[src/rtl/button_capture.sv]
// button_capture: debounced push-button word capture with a valid/ready handshake.
//
// A bouncing push-button and four quasi-static switches are synchronized and the
// button is debounced. Each debounced press latches the synchronized switch word
// and holds it on data_o until the consumer takes it with ready_i. A press that
// arrives while a word is still pending is discarded and flagged on drop_o.
//
// Optional feature: define BUTTON_CAPTURE_HAMMING_EN to present the latched word
// as a Hamming(7,4) codeword; otherwise data_o is {3'b000, word}.
//
// Ports:
//   clk          system clock, rising edge
//   rst_n        asynchronous active-low reset
//   button       raw bouncing push-button, active-high
//   sw[3:0]      raw data switches
//   data_o[6:0]  captured (optionally encoded) word
//   valid_o      data_o is valid and pending
//   ready_i      consumer accepts data_o
//   drop_o       one-cycle pulse when a press is discarded
//   press_cnt_o  completed handshakes, modulo 256
module button_capture #(
  parameter int unsigned DEBOUNCE_CYCLES = 16
) (
  input  logic       clk,
  input  logic       rst_n,
  input  logic       button,
  input  logic [3:0] sw,
  output logic [6:0] data_o,
  output logic       valid_o,
  input  logic       ready_i,
  output logic       drop_o,
  output logic [7:0] press_cnt_o
);

  localparam logic [15:0] DebLimit = 16'(DEBOUNCE_CYCLES);

  typedef enum logic [0:0] {StIdle, StPend} state_e;

  logic       btn_meta_q, btn_sync_q;
  logic [3:0] sw_meta_q, sw_sync_q;
  logic       deb_q, deb_d;
  logic [15:0] cnt_q, cnt_d, cnt_inc;
  logic       rise_q, rise_d;
  state_e     state_q, state_d;
  logic [3:0] word_q, word_d;
  logic       drop_q, drop_d;
  logic [7:0] press_cnt_q, press_cnt_d;

  always_ff @(posedge clk or negedge rst_n) begin
    if (!rst_n) begin
      btn_meta_q  <= 1'b0;
      btn_sync_q  <= 1'b0;
      sw_meta_q   <= 4'h0;
      sw_sync_q   <= 4'h0;
      deb_q       <= 1'b0;
      cnt_q       <= 16'h0;
      rise_q      <= 1'b0;
      state_q     <= StIdle;
      word_q      <= 4'h0;
      drop_q      <= 1'b0;
      press_cnt_q <= 8'h0;
    end else begin
      btn_meta_q  <= button;
      btn_sync_q  <= btn_meta_q;
      sw_meta_q   <= sw;
      sw_sync_q   <= sw_meta_q;
      deb_q       <= deb_d;
      cnt_q       <= cnt_d;
      rise_q      <= rise_d;
      state_q     <= state_d;
      word_q      <= word_d;
      drop_q      <= drop_d;
      press_cnt_q <= press_cnt_d;
    end
  end

  // Debouncer: count disagreeing cycles; flip once the run reaches the limit.
  // rise_q marks the cycle after a 0->1 flip and acts as the capture event.
  always_comb begin
    cnt_inc = cnt_q + 16'd1;
    deb_d   = deb_q;
    cnt_d   = 16'h0;
    rise_d  = 1'b0;
    if (btn_sync_q != deb_q) begin
      if (cnt_inc == DebLimit) begin
        deb_d  = ~deb_q;
        rise_d = ~deb_q;
      end else begin
        cnt_d = cnt_inc;
      end
    end
  end

  // Handshake FSM. A capture while pending is dropped even if the pending word
  // is accepted in that same cycle.
  always_comb begin
    state_d     = state_q;
    word_d      = word_q;
    drop_d      = 1'b0;
    press_cnt_d = press_cnt_q;
    unique case (state_q)
      StIdle: begin
        if (rise_q) begin
          state_d = StPend;
          word_d  = sw_sync_q;
        end
      end
      StPend: begin
        if (ready_i) begin
          state_d     = StIdle;
          press_cnt_d = press_cnt_q + 8'd1;
        end
        if (rise_q) begin
          drop_d = 1'b1;
        end
      end
      default: state_d = StIdle;
    endcase
  end

  assign valid_o     = (state_q == StPend);
  assign drop_o      = drop_q;
  assign press_cnt_o = press_cnt_q;

`ifdef BUTTON_CAPTURE_HAMMING_EN
  // d1..d4 = word[0..3]; layout {d4,d3,d2,p4,d1,p2,p1}.
  assign data_o = {word_q[3], word_q[2], word_q[1],
                   word_q[1] ^ word_q[2] ^ word_q[3],
                   word_q[0],
                   word_q[0] ^ word_q[2] ^ word_q[3],
                   word_q[0] ^ word_q[1] ^ word_q[3]};
`else
  assign data_o = {3'b000, word_q};
`endif

endmodule

[config.mk]
export PLATFORM = sky130hd
export DESIGN_NAME = button_capture
export DESIGN_NICKNAME = d
export VERILOG_FILES = /design/src/rtl/button_capture.sv
export SDC_FILE = /design/constraint.sdc
export NUM_CORES = 1
export LEC_CHECK = 0
export CAP_MARGIN = 20
export CORE_MARGIN = 1.5
export CORE_UTILIZATION = 45
export DETAILED_ROUTE_END_ITERATION = 10
export PLACE_DENSITY_LB_ADDON = 0.15
export SLEW_MARGIN = 5
export SYNTH_ARGS = -nofsm -noshare
export SYNTH_HDL_FRONTEND = slang
export SYNTH_SLANG_ARGS = --single-unit
[constraint.sdc]
create_clock -name clk -period 2.93 [get_ports clk]
set_clock_uncertainty 0.1 [all_clocks]
set_input_delay 0.586 -clock clk [delete_from_list [all_inputs] [get_ports clk]]
set_output_delay 0.586 -clock clk [all_outputs]
set_load 0.01 [all_outputs]
==> impl_metrics.toml, run 1 <==
[die]
die_h_um = 66.72
die_w_um = 66.72
placementRows = 22
core_um2 = 3771
start_util_pct = 48.44
io_pins = 25
die_area_um2 = 4451

[synthesis]
synth_ff_type = "dfrtp_1"
synth-edff-count = 0
syn_inst = 157
synth_top_area_share_pct = 57.53
ys_warn_count = 0
synthTopCellsByArea = "dfrtp_1 (58%), xnor2_1 (7.2%), xor2_1 (4.3%)"
yosysTopAreaCell = "dfrtp_1"
ys_seq_area_share_pct = 57.53
syn_area_um2 = 1827
synth_seq_cells = 42
postSynth.asyncResetShare_pct = 100.0
synth_cell_type_count = 37
synth_area_per_cell_um2 = 11.64

[global_route]
grt_max_degree = 43
grtUsageTotal_pct = 15.56
grt-ovfl-total = 0
grt_pass1_vias = 1179
grt_pass1_wl_um = 5126
antenna_found_initial = 0

[cells_and_area]
fin_util_pct = 57.96
area_growth_pct = 19.66
final_cell_count_no_fill = 232
diodes = 0
final_cell_area_um2 = 2186
layout-drive-gt1-share_pct = 11.41
fin_nets = 193
nFillCells = 322
final_common_cell = "dfrtp_1"
final_cell_mix = "dfrtp_1 (42), clkdlybuf4s50_1 (20), nor2_1 (19)"

[placement]
placed_cells = 224
portBuffers = 21
gp_congestion = 0.8886
dpl_worst_slack_ns = 0.3368
dpl_cell_area_um2 = 2072
hpwl_um = 2087

[clocking]
post-cts-setup-buffers = 0
clk_path_buf_depth = 2
cts_sinks = 42
h-tree-depth = 2
cts_root_buf = "clkbuf_8"
cts_inserted_buffers = 5
clk_latency_ns = 0.29
clk_pin_slew_ns = 0.08
tritoncts = "done"
post_cts_resized = 0
cts_hold_buf = 0

[timing]
fmax_mhz = 382.0
min_period_ns = 2.618
finalSetupViolations = 0
worst_pin_slew_ns = 0.8749
period_share_pct = 89.34
slew_headroom_pct = 41.67
rsz0062_at_grt = "no"
finalMaxSlewViolations = 0
finalHoldViolCount = 0
setup_ws_ns = 0.3123
whs_ns = 0.2549
finalSetupTns_ns = 0

[detailed_routing]
route.vias.total = 1201
drt-initial-drc-count = 43
drc = 0
wl_met2_um = 1380
top_layer = "met4"
wl_met1_um = 1366
first_pass_iters = 4
dr_wl_met3_um = 116
viasPerCell = 5.177
detail-route-antenna-nets = 0
wirelength_um = 2912
wl_per_cell_um = 12.55

[pwr]
max-vdd-ir-drop_uv = 360.0
p_leak_nw = 0.9676
power_density_nw_per_um2 = 494.2
finalPower_mw = 1.080

[worst_setup_path]
worstSetupStartpointType = "flip-flop"
critPathMaxStageDelay_ns = 0.45
cp-end-kind = "flip-flop"
path_max_fanout = 6
critical_path.cell_chain = "ha_1, nand4_2, nor4_4, and3_1, o22ai_1, or3_4, mux2_4"
critical_path_class = "flip-flop to flip-flop"
worstPathRequired_ns = 3.01
crit_slowest_cell = "dfrtp_1"
crit_arrival_ns = 2.70

[hold_path]
worstHoldPathType = "flip-flop to flip-flop"

[outcome]
status = "complete, no violations"

[flow_run]
drv_cap = 0
synthesized netlist by cell type, types with 2 or more instances:
| cell type | number |
|---|---|
| buf_4 | 3 |
| inv_1 | 3 |
| ha_1 | 2 |
| nand3_1 | 11 |
| nor2_1 | 19 |
| mux2_2 | 5 |
| nor3_1 | 6 |
| a21oi_1 | 3 |
| or3_1 | 2 |
| and3_1 | 2 |
| xor2_1 | 9 |
| dfrtp_1 | 42 |
| nand4_1 | 3 |
| xnor2_1 | 15 |
| nand2_1 | 10 |
critical path: cells and delay by family, from the launching register on:
family,cells,cell delay [ns]
AO/OA/AOI/OAI,1,0.10
AND/OR/NAND/NOR,4,1.28
adder cells (fa/ha/maj),1,0.28
multiplexers,1,0.30
flip-flops,1,0.45
cells by family after synthesis:
logic type | Yosys count | share of synthesized area, %
compound gates | 10 | 3.767
simple gates | 65 | 19.59
fa+ha+maj | 2 | 1.370
flops | 42 | 57.53
xor+xnor | 24 | 11.51
mux | 6 | 3.904
buf+inv | 7 | 2.123
other cells | 1 | 0.2053
per-layer routing:
| layer | vias up | GRT usage (%) |
|---|---|---|
| met5 | - | 0 |
| met3 | 5 | 4.054 |
| met1 | 597 | 19.38 |
| li1 | 578 | - |
| met2 | 21 | 25.00 |
| met4 | 0 | 7.653 |
registers in the layout, indices dropped and copies added (netlist names):
signal       count
word_q           4
sw_sync_q        4
valid_o          1
deb_q            1
sw_meta_q        4
cnt_q           16
drop_o           1
btn_sync_q       1
btn_meta_q       1
press_cnt_o      8
rise_q           1
area by class of cell:
cell class              instances  area (µm²)  area share (%)
flip-flops and latches         42        1051           48.08
multi-input cells             110       744.5           34.06
repair buffers                 21       205.2           9.388
clock buffers                   5       68.82           3.148
well taps                      48       60.06           2.748
clock inverters                 3       45.04           2.061
inverters                       3       11.26          0.5152
power by group:
part	total, mW	internal, mW	switching [mW]
sequential	0.596	0.589	0.00719
combinational	0.0318	0.0121	0.0197
clock	0.452	0.253	0.199
path summary, 6_finish.rpt:
check                                       start                          to  slack [ns]  depth (start not counted)
setup reg to reg               cnt_q[0]$_DFF_PN0_           deb_q$_DFFE_PN0P_        0.31                          7
max in group asynchronous                   rst_n  press_cnt_o[0]$_DFFE_PN0P_        1.87                          1
hold / removal             sw_meta_q[2]$_DFF_PN0_      sw_sync_q[2]$_DFF_PN0_        0.25                          0
setup / recovery               cnt_q[0]$_DFF_PN0_           deb_q$_DFFE_PN0P_        0.31                          7
hold reg to reg            sw_meta_q[2]$_DFF_PN0_      sw_sync_q[2]$_DFF_PN0_        0.25                          0
min in group asynchronous                   rst_n  press_cnt_o[3]$_DFFE_PN0P_        0.30                          1
Note: power is estimated with default switching activity, not from simulation.
==> inputs of run 2 (changes only) <==
--- a/config.mk
+++ b/config.mk
@@ -5,9 +5,8 @@
 export SDC_FILE = /design/constraint.sdc
 export NUM_CORES = 1
 export LEC_CHECK = 0
-export CAP_MARGIN = 20
 export CORE_MARGIN = 1.5
-export CORE_UTILIZATION = 45
+export CORE_UTILIZATION = 49
 export DETAILED_ROUTE_END_ITERATION = 10
 export PLACE_DENSITY_LB_ADDON = 0.15
 export SLEW_MARGIN = 5
==> impl_metrics.toml, run 2 (same netlist as run 1, synthesis figures left out) <==
[outcome]
status = "complete, no violations"

[worst_setup_path]
cp-end-kind = "flip-flop"
critical_path_class = "flip-flop to flip-flop"
critPathTopFamily = "simple AND/OR/NAND/NOR gates"
crit_arrival_ns = 2.69
path_max_fanout = 6
worstPathRequired_ns = 3.00
critical_path.cell_chain = "ha_1, nand4_2, nor4_4, and3_1, o22ai_1, or3_4, mux2_4"
rr_worst_depth = 7
critPathMaxStageDelay_ns = 0.43
crit_slowest_cell = "dfrtp_1"
critical_path_cell_count = 7
worstSetupStartpointType = "flip-flop"
worst-path-buf-inv = 0

[timing]
setup_ws_ns = 0.3178
slew_headroom_pct = 42.07
min_period_ns = 2.612
finalHoldViolCount = 0
rsz0062_at_grt = "no"
finalMaxSlewViolations = 0
period_share_pct = 89.16
worst_pin_slew_ns = 0.8689
whs_ns = 0.2503
finalSetupViolations = 0
fmax_mhz = 382.8
finalSetupTns_ns = 0

[pwr]
p_seq_share_pct = 55.3
p_leak_nw = 0.9745
power_switching_uw = 205.6
p_sw_share_pct = 19.04
pwr-share-clk_pct = 41.7
power_density_nw_per_um2 = 494.9
max-vdd-ir-drop_uv = 307.6
combinationalPowerShare_pct = 3.0
internal-power_uw = 874.3

[hold_path]
whs_path_depth = 0
worstHoldPathType = "flip-flop to flip-flop"

[flow_run]
drv_cap = 0

[global_route]
grtUsageTotal_pct = 16.67
grt_pass1_wl_um = 5140
grt_pass1_vias = 1194
antenna_found_initial = 0
grt-ovfl-total = 0
grt_max_degree = 43

[cells_and_area]
diodes = 0
seq_area_um2 = 1051
final_common_cell = "dfrtp_1"
top_register = "cnt_q"
area_growth_pct = 19.45
multi_input_area_um2 = 744.5
largest_register_ffs = 16
final_cell_mix = "dfrtp_1 (42), clkdlybuf4s50_1 (20), nor2_1 (19)"
nFillCells = 280
layout-drive-gt1-share_pct = 10.93
fin_nets = 193

[detailed_routing]
drc = 0
dr_wl_met3_um = 163
viasPerCell = 5.279
drt-initial-drc-count = 42
route.vias.total = 1209
wl_met2_um = 1483
top_layer = "met4"
wl_per_cell_um = 12.88
wl_met1_um = 1233
first_pass_iters = 4
detail-route-antenna-nets = 0
wirelength_um = 2949

[die]
die_h_um = 64.06
die_w_um = 64.06
io_pins = 25
die_area_um2 = 4103
start_util_pct = 53.07
core_um2 = 3442
placementRows = 21

[clocking]
clk_pin_slew_ns = 0.07
post-cts-setup-buffers = 0
tritoncts = "done"
clk_latency_ns = 0.29
cts_hold_buf = 0
post_cts_resized = 0
cts_inserted_buffers = 5
cts_root_buf = "clkbuf_8"
cts_sinks = 42
clk_path_buf_depth = 2
h-tree-depth = 2

[placement]
hpwl_um = 2058
gp_congestion = 0.9222
portBuffers = 21
dpl_worst_slack_ns = 0.3234
-- run 2: cell count changes in the layout (fill, tap and decap cells not counted), sizes merged --
cell	before	now
clkbuf	5	6
clkinvlp	2	0
-- run 2: area by class of cell --
| cell class | count | area share [%] |
|---|---|---|
| Sequential cell | 42 | 48.17 |
| Multi-Input combinational cell | 110 | 34.12 |
| Timing Repair Buffer | 21 | 9.404 |
| Clock buffer | 6 | 3.784 |
| Tap cell | 46 | 2.638 |
| Clock inverter | 1 | 1.376 |
| Inverter | 3 | 0.5161 |
-- run 2: final timing paths --
path	slack (ns)	start	end
worst max-delay path	0.32	cnt_q[0]$_DFF_PN0_	deb_q$_DFFE_PN0P_
max in group asynchronous	1.88	rst_n	cnt_q[8]$_DFF_PN0_
worst min register to register	0.25	sw_meta_q[0]$_DFF_PN0_	sw_sync_q[0]$_DFF_PN0_
min in group asynchronous	0.31	rst_n	press_cnt_o[0]$_DFFE_PN0P_
worst max register to register	0.32	cnt_q[0]$_DFF_PN0_	deb_q$_DFFE_PN0P_
worst min-delay path	0.25	sw_meta_q[0]$_DFF_PN0_	sw_sync_q[0]$_DFF_PN0_
-- run 2: metal layers --
metal  track usage [%]  up-vias
li1                  -      585
met1             19.84      578
met2             26.82       37
met3             5.986        9
met4             7.880        0
met5                 0        -
-- run 2: metrics by stage --
step	instances	utilization, %	power, mW	cell area, µm²
5_1_grt	229	63.40	1.127	2182
2_1_floorplan	159	-	0.6201	1834
3_5_place_dp	222	60.12	0.6417	2069
3_3_place_gp	222	60.12	0.6405	2069
6_report	229	63.40	1.080	2182
4_1_cts	229	63.40	1.100	2182
-- run 2: power groups by stage --
stage	clock [mW]	sequential, mW	combinational, mW
2_1_floorplan	0	0.606	0.0137
3_3_place_gp	0	0.607	0.0334
3_5_place_dp	0	0.608	0.0336
4_1_cts	0.469	0.597	0.0342
5_1_grt	0.491	0.598	0.0379
6_report	0.451	0.597	0.0324
